===== src/rtl/modbus_uart_if.sv =====
// Byte-level handshake between modbus_uart and the Modbus RTU slave core.
// The slave modport is the UART side; the master modport is the core side.
interface modbus_uart_if;
  logic       rxv;
  logic [7:0] rxd;
  logic       ferr;
  logic       eof;
  logic       perr;
  logic       txv;
  logic [7:0] txd;
  logic       cts;

  modport master (
    input  rxv, rxd, ferr, eof, perr, cts,
    output txv, txd
  );

  modport slave (
    output rxv, rxd, ferr, eof, perr, cts,
    input  txv, txd
  );
endinterface


===== src/rtl/modbus_uart.sv =====
// Serial UART (8N1) feeding the Modbus RTU slave core, with t3.5 end-of-frame detector.
// Define MODBUS_UART_PARITY_EN for 8E1 framing: even parity generated on TX, checked on RX (perr).
module modbus_uart #(
  parameter int PRESCALER = 100
) (
  input  logic         clk,
  input  logic         rst,
  input  logic         rx,
  output logic         tx,
  modbus_uart_if.slave bus
);

  localparam int CW = $clog2(39 * PRESCALER + 1);
`ifdef MODBUS_UART_PARITY_EN
  localparam int EOF_CYCLES = 39 * PRESCALER;
`else
  localparam int EOF_CYCLES = 35 * PRESCALER;
`endif
  localparam logic [CW-1:0] BIT_LAST  = CW'(PRESCALER - 1);
  localparam logic [CW-1:0] HALF_LAST = CW'(PRESCALER / 2 - 1);
  localparam logic [CW-1:0] EOF_LAST  = CW'(EOF_CYCLES);
  localparam logic [CW-1:0] CNT_ONE   = CW'(1);

  localparam logic [2:0] R_IDLE  = 3'd0;
  localparam logic [2:0] R_START = 3'd1;
  localparam logic [2:0] R_DATA  = 3'd2;
  localparam logic [2:0] R_STOP  = 3'd4;
  localparam logic [2:0] T_IDLE  = 3'd0;
  localparam logic [2:0] T_START = 3'd1;
  localparam logic [2:0] T_DATA  = 3'd2;
  localparam logic [2:0] T_STOP  = 3'd4;
`ifdef MODBUS_UART_PARITY_EN
  localparam logic [2:0] R_PAR   = 3'd3;
  localparam logic [2:0] T_PAR   = 3'd3;
`endif

  logic          rx_meta;
  logic          rs;
  logic [2:0]    r_state;
  logic [CW-1:0] r_cnt;
  logic [2:0]    r_bits;
  logic [7:0]    r_shift;
  logic          r_brk;
  logic [CW-1:0] sil_cnt;
  logic          armed;
  logic [2:0]    t_state;
  logic [CW-1:0] t_cnt;
  logic [2:0]    t_bits;
  logic [7:0]    t_shift;
  logic          ready;
`ifdef MODBUS_UART_PARITY_EN
  logic          r_perr;
  logic          t_par;
`endif

  always_ff @(posedge clk or negedge rst) begin
    if (!rst) begin
      rx_meta <= 1'b1;
      rs      <= 1'b1;
    end else begin
      rx_meta <= rx;
      rs      <= rx_meta;
    end
  end

  // Receiver: samples mid-bit and returns to idle at mid-stop so gapless bytes are caught.
  // After a framing error it parks in R_STOP (r_brk) until the line goes high again.
  always_ff @(posedge clk or negedge rst) begin
    if (!rst) begin
      r_state  <= R_IDLE;
      r_cnt    <= '0;
      r_bits   <= '0;
      r_shift  <= '0;
      r_brk    <= 1'b0;
      bus.rxv  <= 1'b0;
      bus.rxd  <= '0;
      bus.ferr <= 1'b0;
`ifdef MODBUS_UART_PARITY_EN
      r_perr   <= 1'b0;
      bus.perr <= 1'b0;
`endif
    end else begin
      bus.rxv  <= 1'b0;
      bus.ferr <= 1'b0;
`ifdef MODBUS_UART_PARITY_EN
      bus.perr <= 1'b0;
`endif
      case (r_state)
        R_IDLE: begin
          if (!rs) begin
            r_state <= R_START;
            r_cnt   <= HALF_LAST;
          end
        end
        R_START: begin
          if (r_cnt != '0) begin
            r_cnt <= r_cnt - CNT_ONE;
          end else if (rs) begin
            r_state <= R_IDLE;
          end else begin
            r_state <= R_DATA;
            r_cnt   <= BIT_LAST;
            r_bits  <= '0;
          end
        end
        R_DATA: begin
          if (r_cnt != '0) begin
            r_cnt <= r_cnt - CNT_ONE;
          end else begin
            r_shift <= {rs, r_shift[7:1]};
            r_cnt   <= BIT_LAST;
            r_bits  <= r_bits + 3'd1;
            if (r_bits == 3'd7) begin
`ifdef MODBUS_UART_PARITY_EN
              r_state <= R_PAR;
`else
              r_state <= R_STOP;
`endif
            end
          end
        end
`ifdef MODBUS_UART_PARITY_EN
        R_PAR: begin
          if (r_cnt != '0) begin
            r_cnt <= r_cnt - CNT_ONE;
          end else begin
            r_perr  <= rs ^ (^r_shift);
            r_cnt   <= BIT_LAST;
            r_state <= R_STOP;
          end
        end
`endif
        R_STOP: begin
          if (r_brk) begin
            if (rs) begin
              r_brk   <= 1'b0;
              r_state <= R_IDLE;
            end
          end else if (r_cnt != '0) begin
            r_cnt <= r_cnt - CNT_ONE;
          end else if (rs) begin
            bus.rxv <= 1'b1;
            bus.rxd <= r_shift;
`ifdef MODBUS_UART_PARITY_EN
            bus.perr <= r_perr;
`endif
            r_state <= R_IDLE;
          end else begin
            bus.ferr <= 1'b1;
            r_brk    <= 1'b1;
          end
        end
        default: r_state <= R_IDLE;
      endcase
    end
  end

`ifndef MODBUS_UART_PARITY_EN
  assign bus.perr = 1'b0;
`endif

  // t3.5 silence detector: counts idle-high cycles, restarts on any start edge, and
  // fires once per completed frame when the count reaches the threshold.
  always_ff @(posedge clk or negedge rst) begin
    if (!rst) begin
      sil_cnt <= '0;
      armed   <= 1'b0;
      bus.eof <= 1'b0;
    end else begin
      bus.eof <= 1'b0;
      if (r_state == R_IDLE && !rs) begin
        sil_cnt <= '0;
      end else if (r_state == R_IDLE && sil_cnt != EOF_LAST) begin
        sil_cnt <= sil_cnt + CNT_ONE;
      end
      if (bus.rxv || bus.ferr) begin
        armed <= 1'b1;
      end else if (armed && sil_cnt == EOF_LAST) begin
        bus.eof <= 1'b1;
        armed   <= 1'b0;
      end
    end
  end

  // Transmitter: the stop bit hands back to T_IDLE one cycle early so a txv taken
  // in that idle cycle follows with no gap, keeping each byte exactly one frame long.
  always_ff @(posedge clk or negedge rst) begin
    if (!rst) begin
      t_state <= T_IDLE;
      t_cnt   <= '0;
      t_bits  <= '0;
      t_shift <= '0;
      tx      <= 1'b1;
      ready   <= 1'b0;
`ifdef MODBUS_UART_PARITY_EN
      t_par   <= 1'b0;
`endif
    end else begin
      ready <= 1'b1;
      case (t_state)
        T_IDLE: begin
          if (bus.txv && bus.cts) begin
            t_shift <= bus.txd;
`ifdef MODBUS_UART_PARITY_EN
            t_par   <= ^bus.txd;
`endif
            tx      <= 1'b0;
            t_cnt   <= BIT_LAST;
            t_state <= T_START;
          end
        end
        T_START: begin
          if (t_cnt != '0) begin
            t_cnt <= t_cnt - CNT_ONE;
          end else begin
            tx      <= t_shift[0];
            t_shift <= {1'b0, t_shift[7:1]};
            t_cnt   <= BIT_LAST;
            t_bits  <= '0;
            t_state <= T_DATA;
          end
        end
        T_DATA: begin
          if (t_cnt != '0) begin
            t_cnt <= t_cnt - CNT_ONE;
          end else begin
            t_cnt <= BIT_LAST;
            if (t_bits == 3'd7) begin
`ifdef MODBUS_UART_PARITY_EN
              tx      <= t_par;
              t_state <= T_PAR;
`else
              tx      <= 1'b1;
              t_state <= T_STOP;
`endif
            end else begin
              tx      <= t_shift[0];
              t_shift <= {1'b0, t_shift[7:1]};
              t_bits  <= t_bits + 3'd1;
            end
          end
        end
`ifdef MODBUS_UART_PARITY_EN
        T_PAR: begin
          if (t_cnt != '0) begin
            t_cnt <= t_cnt - CNT_ONE;
          end else begin
            tx      <= 1'b1;
            t_cnt   <= BIT_LAST;
            t_state <= T_STOP;
          end
        end
`endif
        T_STOP: begin
          if (t_cnt != CNT_ONE) begin
            t_cnt <= t_cnt - CNT_ONE;
          end else begin
            t_state <= T_IDLE;
          end
        end
        default: t_state <= T_IDLE;
      endcase
    end
  end

  assign bus.cts = ready && (t_state == T_IDLE);

endmodule


===== src/flat_wrapper.sv =====
// flat-port wrapper written by rule: the top's interface ports become plain ports
module modbus_uart_flat 
#(
  parameter int PRESCALER = 100
)
  (clk, rst, rx, tx, bus_rxv, bus_rxd, bus_ferr, bus_eof, bus_perr, bus_cts, bus_txv, bus_txd);
  modbus_uart_if bus_i ();
  input  logic clk;
  input  logic rst;
  input  logic rx;
  output logic tx;
  output wire logic [$bits(bus_i.rxv)-1:0] bus_rxv;
  output wire logic [$bits(bus_i.rxd)-1:0] bus_rxd;
  output wire logic [$bits(bus_i.ferr)-1:0] bus_ferr;
  output wire logic [$bits(bus_i.eof)-1:0] bus_eof;
  output wire logic [$bits(bus_i.perr)-1:0] bus_perr;
  output wire logic [$bits(bus_i.cts)-1:0] bus_cts;
  input wire logic [$bits(bus_i.txv)-1:0] bus_txv;
  input wire logic [$bits(bus_i.txd)-1:0] bus_txd;
  assign bus_rxv = bus_i.rxv;
  assign bus_rxd = bus_i.rxd;
  assign bus_ferr = bus_i.ferr;
  assign bus_eof = bus_i.eof;
  assign bus_perr = bus_i.perr;
  assign bus_cts = bus_i.cts;
  assign bus_i.txv = bus_txv;
  assign bus_i.txd = bus_txd;
  modbus_uart #(.PRESCALER(PRESCALER)) u_core (.clk(clk), .rst(rst), .rx(rx), .tx(tx), .bus(bus_i));
endmodule

===== config.mk =====
export PLATFORM = sky130hd
export DESIGN_NAME = modbus_uart_flat
export DESIGN_NICKNAME = d
export VERILOG_FILES = /design/src/rtl/modbus_uart_if.sv /design/src/rtl/modbus_uart.sv /design/src/flat_wrapper.sv
export SDC_FILE = /design/constraint.sdc
export NUM_CORES = 1
export LEC_CHECK = 0
export BUFFER_PORTS_ARGS = -buffer_cell sky130_fd_sc_hd__buf_2
export CAP_MARGIN = 20
export CORE_MARGIN = 2
export CORE_UTILIZATION = 55
export DETAILED_ROUTE_END_ITERATION = 8
export PLACE_DENSITY = 0.74
export SYNTH_ARGS = -nofsm -noshare
export SYNTH_HDL_FRONTEND = slang
export SYNTH_SLANG_ARGS = --single-unit
export TNS_END_PERCENT = 20

===== constraint.sdc =====
create_clock -name clk -period 5.9 [get_ports clk]
set_input_delay 0.295 -clock clk [delete_from_list [all_inputs] [get_ports clk]]
set_output_delay 0.295 -clock clk [all_outputs]
set_load 0.02 [all_outputs]

; Yosys cells after proc, flatten, opt, wreduce, memory -nomap -nowiden
; Index checks and enable logic that the tools add are counted.
[op_classes]
addsub = 5
eq_ne = 27
mux = 59
n_bitwise = 2
reduce_logical = 29
[op_table]
columns = op, count
row1 = 12-bit 2-to-1 mux, 11
row2 = 3-bit 2-to-1 mux, 18
row3 = 12-bit case mux with 4 select lines, 1
row4 = 12-bit case mux with 3 select lines, 1
row5 = 8-bit 2-to-1 mux, 4
row6 = 3-bit case mux with 4 select lines, 2
row7 = 8-bit case mux with 3 select lines, 1
row8 = 12-bit nonzero test, 2
row9 = 12-bit by 1-bit subtractor with 12-bit output (second input constant), 2
row10 = 5-bit AND reduction, 4
row11 = 2-bit inequality test (second input constant), 9
row12 = 1-bit 2-to-1 mux, 17
row13 = 4-bit AND reduction, 4
row14 = 12-bit by 1-bit adder with 12-bit output (second input constant), 1
row15 = 12-bit equality test (second input constant), 1
row16 = 3-bit equality test (second input constant), 4
row17 = 12-bit by 1-bit inequality test with 1-bit output (second input constant), 1
row18 = 12-bit inequality test (second input constant), 1
row19 = 3-bit case mux with 2 select lines, 2
row20 = 2-bit by 1-bit inequality test with 1-bit output (second input constant), 5
row21 = 2-bit nonzero test, 4
row22 = 3-bit by 1-bit adder with 3-bit output (second input constant), 2
row23 = 3-bit by 1-bit equality test with 1-bit output (second input constant), 2
row24 = 3-bit by 2-bit equality test with 1-bit output (second input constant), 2
row25 = 14 further kinds, 21
[word_totals]
register_bits = 81
input_bits = 12
output_inout_bits = 14
word_cells = 141

; Logic depth before layout (Yosys ltp)
[depth]
word_depth = 5
mapped_depth = 8
depth_no_buf = 7

; Least setup slack after synthesis
; No wires, ideal clock.
[synth_path]
path_kind = register -> register
startpoint = register u_core.t_cnt[1]
endpoint = register u_core.t_cnt[8]
setup_time_ns = 0.078
arrival_ns = 2.078
t_required_ns = 5.822
path_slack_ns = 3.744
path_stages_with_launch = 8
path_buffers = 0
period_less_slack_ns = 2.156
cell_sequence = dfrtp_1 -> inv_1 -> ha_1 -> or4b_2 -> o311ai_2 -> o211ai_2 -> or4_1 -> a21oi_1
[synth_between]
elab_chain_len = 3
word_cells_on_any_way = 8
cone_classes = 1 x add/sub / 2 x eq/ne / 3 x mux / 2 x reduce/logical
[synth_rtl]
columns = item, line
row1 = start: declaration, modbus_uart.sv:47  ; logic [CW-1:0] t_cnt;
row2 = start signal: assignment, modbus_uart.sv:214  ; t_cnt <= t_cnt - CNT_ONE;
row3 = start signal: assignment, modbus_uart.sv:225  ; t_cnt <= t_cnt - CNT_ONE;
row4 = start signal: assignment, modbus_uart.sv:256  ; t_cnt <= t_cnt - CNT_ONE;
row5 = 12-bit by 1-bit subtractor with 12-bit output (tied with other cells), "modbus_uart.sv:214, modbus_uart.sv:225, modbus_uart.sv:256"
row6 = 12-bit 2-to-1 mux (tied with other cells), modbus_uart.sv:255  ; if (t_cnt != CNT_ONE) begin
row7 = 12-bit case mux with 3 select lines or 3-bit AND reduction (tied branches), n/a
; Several ways; a longest one is shown, not always the timed one. The select of a mux whose other input is x is not followed.
; A chain may end at the register's enable or synchronous reset.

; Worst setup path after layout
[layout_path]
startpoint = register u_core.t_cnt[1]
endpoint = register u_core.t_cnt[4]
; Same word-level chain as after synthesis.

==> impl_metrics.ini <==
[synthesis]
synth_fp_nets = 443
ys_seq_area_share_pct = 47.43
yosys.area_share.simple_pct = 20.02
synthesis.area_um2 = 4282
synth.avg_cell_area_um2 = 10.19
synth-compound-area-share_pct = 15.66
synth_cell_type_count = 70
synth_edf_count = 0
synth-xor-area-share_pct = 3.477
ys_async_sr_fraction_pct = 100.0
syn_inst = 420
synth_seq_cells = 81
yosys.area_share.adder_pct = 3.214
synth-main-ff-cell = dfrtp_1
yosys_warnings = 0
synth_top_family_by_area = simple AND/OR/NAND/NOR gates
synthMuxAreaShare_pct = 7.013

[clocking]
cts_num_sinks = 81
hold_buffers = 0
clk_latency_ps = 350
ctsLongestPathBuffers = 2
clk_pin_slew_ps = 90
ctsResizeCount = 0
cts_made_buffers = 9
cts_root_buffer = clkbuf_8
post-cts-setup-buffer-count = 0
cts_tree = done
htree_levels = 3

[sta]
rsz0062_at_grt = false
fin_ws_ps = 3517
finClkSkew_ps = 11.23
holdWs_ps = 39.75
fmax_mhz = 419.6
hold_viol = 0
maxSlewViolCount = 0
tns_ps = 0
setup_violations = 0
worst_slew_pin_slew_ps = 810.7
fin_crit_sh_pct = 40.39
finalCriticalPeriod_ps = 2383
slew_headroom_pct = 45.55

[setup_path]
crit_chain = inv_1 > ha_1 > or4b_2 > o311ai_2 > a21oi_1 > or3_1 > a21oi_1
critPathTopFamily = simple AND/OR/NAND/NOR gates
critPathKind = flip-flop to flip-flop
cp_num_buf_inv = 1
end_kind = flip-flop
crit_path_frequent_cell = a21oi_1
startpoint_type = flip-flop
critPathRequiredTime_ps = 6180
worst_ep_arrival_time_ps = 2660
cpPeakStageDelay_ps = 630
crit_slowest_cell = or4b_2
crit_fanout = 11

[cells_and_area]
postLayoutCellArea_um2 = 4738
diodes = 0
layout-drive-gt1-share_pct = 19.96
final_cell_count_no_fill = 548
fin_util_pct = 61.96
area_delta_synth_final_pct = 10.67
nets = 464

[run_status]
run_status = finished, final reports clean

[detailed_routing]
wl_um = 8159
routed_via_density = 5.850
final_antenna_net_count = 0
dr.pass1.iters = 4
drc_errors = 0
post_drt_wl_per_cell_um = 14.89
drtIter0Drc = 160
vias = 3206

[worst_hold_path]
min_path_type = primary input to flip-flop

[flow_run]
max_cap_viol_count = 0

[grt]
grt_pass1_wl_um = 14440
grt_pass1_vias = 3088
grt_use_total_pct = 21.04
grt_max_degree = 82
grt.overflow.total = 0
antenna_found_initial = 0

[floorplan]
core_area_um2 = 7647
chipWidth_um = 92.23
die_y_um = 92.23
rows = 32
start_util_pct = 55.99
io_pins = 26
die_area_um2 = 8506

[power]
p_per_area_nw_per_um2 = 298.4
vdd_drop_max_mv = 0.1762
total_power_mw = 1.414
leakage_nw = 2.188

[placed_design]
placed_cells = 530
gp_congestion = 0.8684
placed_area_um2 = 4463
numPortBuffers = 24
post-dp-hpwl_um = 5539
post-place-ws_ps = 3562
## path summary, 6_finish.rpt
check | endpoint | depth (start not counted) | slack [ps] | startpoint
max in group asynchronous | u_core.rx_meta$_DFF_PN1_ | 3 | 4910 | rst
max reg2reg | u_core.t_cnt[4]$_DFFE_PN0P_ | 7 | 3520 | u_core.t_cnt[1]$_DFFE_PN0P_
max | u_core.t_cnt[4]$_DFFE_PN0P_ | 7 | 3520 | u_core.t_cnt[1]$_DFFE_PN0P_
min in group asynchronous | u_core.bus.eof$_DFF_PN0_ | 2 | 360 | rst
min | u_core.rx_meta$_DFF_PN1_ | 1 | 40 | rx
min reg2reg | u_core.rs$_DFF_PN1_ | 0 | 360 | u_core.rx_meta$_DFF_PN1_
## cell usage after synthesis, drive strengths merged (4+ instances only)
master,n,area [um^2]
dfrtp,78,1952
nand2,44,165.2
a21oi,29,145.1
nor2,29,108.9
mux2,24,300.3
o21ai,24,123.9
or3,15,93.84
inv,14,52.55
xor2,14,122.6
nand3,12,65.06
ha,11,137.6
nor3,11,60.06
clkbuf,9,33.78
buf,8,42.54
a31oi,7,43.79
nand4,7,43.79
nor4,6,80.07
nor3b,5,42.54
or4,5,37.54
a22o,4,35.03
o211ai,4,35.03
o22ai,4,25.02
## power breakdown
| group | switching (mW) | leakage [nW] | internal, mW |
|---|---|---|---|
| sequential | 0.0608 | 1.08 | 0.623 |
| clock | 0.223 | 0.119 | 0.248 |
| combinational | 0.143 | 0.995 | 0.117 |
| total | 0.427 | 2.19 | 0.987 |
## state kept, by name, indices dropped and copies added (netlist names), 3 cells and up
register        count
u_core.r_cnt       12
u_core.sil_cnt     12
u_core.t_cnt       12
u_core.bus.rxd      8
u_core.r_shift      8
u_core.t_shift      8
u_core.r_bits       3
u_core.r_state      3
u_core.t_bits       3
u_core.t_state      3
## cell families after synthesis
group	count (synthesis)
AND/OR/NAND/NOR	153
AO/OA/AOI/OAI	101
flip-flops	81
buffers and inverters	31
multiplexers	24
XOR/XNOR	17
adder cells (fa/ha/maj)	11
other	2
## cells in the final DEF, fill, tap and decap left out, types with 3 or more instances in the layout
master,instances
a21oi_1,29
a22o_1,4
a31oi_1,7
and3_1,3
buf_2,23
clkbuf_8,9
dfrtp_1,78
dfstp_2,3
ha_1,11
inv_1,14
mux2_2,16
mux2_4,8
nand2_1,44
nand3_1,11
nand4_1,7
nor2_1,29
nor3_1,10
nor3b_1,4
o211ai_1,3
o21ai_0,23
o22ai_1,4
o31ai_1,3
or3_1,15
or4_1,5
xnor2_1,3
xor2_1,14
## per-layer routing
metal  track usage [%]  wire length, um  vias to the layer above
met4             6.343               63                        0
met2             34.01             3950                       51
met3             3.533              218                        8
met5                 0                0                        -
li1                  -                -                     1570
met1             29.33             3926                     1577
## final cells by class
cell class,instances,area [um^2]
Inverter,14,52.55
Multi-Input combinational cell,308,2122
Clock buffer,9,123.9
Fill cell,626,2909
Sequential cell,81,2031
Timing Repair Buffer,27,167.7
Tap cell,102,127.6
Clock inverter,7,113.9
No activity file was read; power rests on OpenSTA's default activity.
